**src/rtl/pb_debounce.sv**
```systemverilog
// rtl/pb_debounce.sv - pushbutton synchroniser, debounce and single press pulse
module pb_debounce #(
  parameter int DEBOUNCE_CYC = 1000
) (
  input  logic clk,
  input  logic rst_n,
  input  logic pb,
  output logic press
);

  localparam int CW = $clog2(DEBOUNCE_CYC + 1);

  logic          pb_s1;
  logic          pb_s2;
  logic          armed;
  logic [CW-1:0] cnt;

  // armed drops after a press and only returns once the button is seen low,
  // so a long hold yields a single event
  always_ff @(posedge clk or negedge rst_n) begin
    if (!rst_n) begin
      pb_s1 <= 1'b0;
      pb_s2 <= 1'b0;
      armed <= 1'b1;
      cnt   <= '0;
      press <= 1'b0;
    end else begin
      pb_s1 <= pb;
      pb_s2 <= pb_s1;
      press <= 1'b0;
      if (!pb_s2) begin
        cnt   <= '0;
        armed <= 1'b1;
      end else if (armed) begin
        if (cnt == CW'(DEBOUNCE_CYC - 1)) begin
          press <= 1'b1;
          armed <= 1'b0;
          cnt   <= '0;
        end else begin
          cnt <= cnt + 1'b1;
        end
      end
    end
  end

endmodule

```
**config.mk**
```make
export PLATFORM = sky130hd
export DESIGN_NAME = pb_debounce
export DESIGN_NICKNAME = d
export VERILOG_FILES = /design/src/rtl/pb_debounce.sv
export SDC_FILE = /design/constraint.sdc
export NUM_CORES = 1
export LEC_CHECK = 0
export BUFFER_PORTS_ARGS = -buffer_cell sky130_fd_sc_hd__buf_2
export CAP_MARGIN = 20
export CELL_PAD_IN_SITES_DETAIL_PLACEMENT = 1
export CELL_PAD_IN_SITES_GLOBAL_PLACEMENT = 2
export CORE_AREA = 2 2 48 50
export CTS_BUF_LIST = sky130_fd_sc_hd__clkbuf_2 sky130_fd_sc_hd__clkbuf_4 sky130_fd_sc_hd__clkbuf_8
export DETAILED_ROUTE_END_ITERATION = 10
export DIE_AREA = 0 0 50 52
export PLACE_DENSITY_LB_ADDON = 0.1
export SLEW_MARGIN = 20
export SYNTH_ARGS = -nofsm -noshare
export SYNTH_HDL_FRONTEND = slang
export SYNTH_SLANG_ARGS = --single-unit
```
**constraint.sdc**
```tcl
create_clock -name clk -period 2.2 [get_ports clk]
set_clock_uncertainty 0.1 [all_clocks]
set_input_delay 0.11 -clock clk [delete_from_list [all_inputs] [get_ports clk]]
set_output_delay 0.11 -clock clk [all_outputs]
set_load 0.02 [all_outputs]
```
Word level (Yosys, flattened, before mapping)
Cells that the tools add are included.

Word-level logic and storage cells: 17. Register bits after elaboration: 14. Output and inout bits: 1. Input bits: 3.

$add $sub $neg: 1. Muxes and demuxes: 9. Equal/unequal tests: 2.

Operator list (count): $mux W10 (3); $add A10 B1 Y10 const B (1); $eq A10 B10 Y1 const B (1); $mux W1 (6); $ne A2 B1 Y1 const B (1).

Depth between registers and ports, before layout
Depth in word-level cells: 4. Depth in mapped cells: 6. Gate-level depth less buffers: 5.

Least setup slack after synthesis
OpenSTA, ideal clock, no wires.

Path type: reg2reg. Start: register cnt[0]. End: register cnt[6]. Data required time: 1.974 ns. Setup time: 0.126 ns. Buffers on the path: 0. Slack: 0.622 ns. Data arrival time: 1.352 ns. Clock period less this slack: 1.578 ns. Stages on the path, launching flop included: 6. Path through: dfrtp_1 ha_1 and4bb_4 a31oi_4 and3_1 a221o_1.

Word-level cells in the longest chain between the ends: 4. Elaborated cells between the ends (all ways): 5. Those cells by class: add/sub: 1; eq/ne: 1; mux: 3.

RTL lines: from (decl) (RTL line 16) `logic [CW-1:0] cnt;`; from (signal assigned) (RTL line 40) `cnt <= cnt + 1'b1;`; $add A10 B1 Y10 / $eq A10 B10 Y1 (equally long branches) (RTL line 40, 35); $mux W10 * (RTL line 35) `if (cnt == CW'(DEBOUNCE_CYC - 1)) begin`; $mux W10 * (RTL line 34) `end else if (armed) begin`; $mux W10 * (RTL line 31) `if (!pb_s2) begin`.

Mark *: on every way between the ends. The rest lies on a longest branch, timed or not. The select of a mux whose other input is x is not followed. A chain may end at the register's enable or synchronous reset.

Final worst setup path
Same ends and word-level chain as after synthesis.

==> run metrics <==
status completed; DR iter-0 viols 2; CTS tree yes; # fillers 243; #FFs+latches synth 14; most common cell after layout, fill and taps aside dfrtp_1; CTS max path bufs 2; largest net degree at the start of global routing 15; Layout Nets 79; Seq pwr share 54.9%; LEAKAGE 0.000337 uW; Async SR Flop Fraction 100%; critical path arrival 1820 ps; crit-path max FO 7; first-pass GRT wire length 2.75 mm; DIE HEIGHT 52 um; Required @ worst endpoint 2290 ps; GPL Wtd Cong 0.722; number of cells produced by synthesis 68; antenna viol nets, final 0; setup_tns 0 ps; worst min path class primary input to asynchronous set/reset pin; reg2reg start cnt[0]$_DFFE_PN0P_; Initial Util 33.4%; commonest non-fill, non-tap cells in the layout dfrtp_1 (13), nand2_1 (12), nand3_1 (6); CTS Buf Count 3; Tcrit/Tclk final 78.6%; DIE AREA 2600 um^2; area of placed instances 739 um^2; internal power 377 uW; Psw 116 uW; Design Area, Final 796 um^2; Synthesized Nets 72; leading area contributor after synthesis dfrtp_1; GRT Util Overall 15.0%; origin of the worst setup path cnt[0]$_DFFE_PN0P_; die width 50 um; post-DR wirelength/cell 15.1 um; area delta synth->final 13.2%; crit path capture cnt[6]$_DFFE_PN0P_; clk slew on worst S/H paths 90 ps; DR pass1 iterations 4; Synth Area per Inst 10.3 um^2; Core Area 2110 um^2; Total Power 493 uW; Netlist cell types 32; IO Count 4; Syn. warnings 0; share of cells above drive strength 1 18.9%; Clock Tree Root clkbuf_4; # resized after CTS 0; DRC 0; antenna cells 0; fin crit period 1730 ps; Most used DFF post-synth dfrtp_1; CP Class register to register; vias per cell 5.29; antenna violations before repair 0; post-synthesis sequential area ratio 50.0%; top cell type's share of synthesized area 46.3%; Routed WL 1.55 mm; RSZ-0062 raised after global routing no; hpwl dp 1.08 mm; logic gate share of total power 5.6%; maximum clock rate 0.578 GHz; clock share of power 39.5%; Final Setup Violations 0; Via Count 540; flop-to-flop setup slack 470 ps; pwr/cell area 619 nW/um^2; Post-synth EDFFs 0; synthesized area 703 um^2; GR Overflow Total 0; input/output buffers 3; latest clock arrival within the worst-skew pair 290 ps; switching portion of total power 23.5%; Max IR drop VDD 386 uV; crit end category register; RR Endpoint cnt[6]$_DFFE_PN0P_; Slew Limit Fails 0; vias in the first global route 594; Post-CTS Setup Inserts 0; H-Tree Level Count 1; # clock sinks 14; Max Cap Viol 0; Worst R2R Path Depth 5; Row Count 17; Area contributors post-synth dfrtp_1 (46%), nand2_1 (6.4%), nand3_1 (4.3%), dfstp_2 (3.7%), a31oi_4 (3.0%); Rel. slew slack 63.9%; crit start category register; Fin Hold WS 133 ps; Worst Tran Pin Value 541 ps; Hold Fails Final Rpt 0
repair_timing:
item / 4_1_cts / 5_1_grt
setup endpoints to repair: 0 / 0
hold buffers: 2 / 0
hold endpoints to repair: 15 / 0
flip-flops by register name (all words and copies together), names as in the netlist:
| register | count |
|---|---|
| press | 1 |
| pb_s1 | 1 |
| cnt | 10 |
| pb_s2 | 1 |
| armed | 1 |
synthesized netlist by cell type (all sizes together) (2+ instances only):
cell type,instances
dfrtp,13
nand2,12
nand3,6
and2,3
nand4,3
o21ai,3
and3,2
buf,2
xnor2,2
per-layer routing:
| layer | part of all wire, % | track usage, % |
|---|---|---|
| met3 | 2.1 | 3.45 |
| met5 | 0 | 0 |
| met1 | 47 | 16.8 |
| met4 | 3.0 | 11.1 |
| met2 | 48 | 24.8 |
power groups by stage:
stage | clock, uW | sequential (uW) | combinational [uW]
6_report | 195 | 271 | 27.8
5_1_grt | 211 | 272 | 32.5
4_1_cts | 200 | 271 | 28.7
3_5_place_dp | 0 | 276 | 26.2
3_3_place_gp | 0 | 276 | 25.7
2_1_floorplan | 0 | 272 | 17.3
worst min path at each step:
stage	from	endpoint	slack (ps)	cells after the start
3_5_place_dp	rst_n	cnt[9]$_DFFE_PN0P_	-80	1
2_1_floorplan	rst_n	cnt[0]$_DFFE_PN0P_	-290	0
3_3_place_gp	rst_n	cnt[9]$_DFFE_PN0P_	-70	1
4_1_cts	rst_n	cnt[5]$_DFFE_PN0P_	130	2
6_report	rst_n	cnt[5]$_DFFE_PN0P_	130	2
5_1_grt	rst_n	cnt[5]$_DFFE_PN0P_	160	2
layout make-up:
type,instances,area [um^2],share of cell area (%)
timing repair buffer,5,35.0,4.40
inverter,1,3.75,0.472
clock buffer,4,36.3,4.56
sequential,14,352,44.2
multi-input combinational,50,334,42.0
tap,28,35.0,4.40
critical path, stage by stage, from the launching register on:
cell and delay [ps]:
dfrtp_1 390, ha_1 260, and4bb_4 280, a31oi_4 140
and3_1 200, a221o_1 250
stage by stage:
stage / std cells / util, % / setup slack [ps]
6_report: 102 / 37.8 / 471
5_1_grt: 102 / 37.8 / 382
4_1_cts: 102 / 37.8 / 449
3_5_place_dp: 96 / 35.1 / 479
3_3_place_gp: 96 / 35.1 / 523
2_1_floorplan: 68 / - / 622
cell families after synthesis:
family,after synthesis,synth area share (%)
simple gates,34,27.6
flops,14,50.0
compound gates,13,15.7
buf+inv,4,2.49
xor+xnor,2,2.49
fa+ha+maj,1,1.78
(Power assumes the default switching activity.)
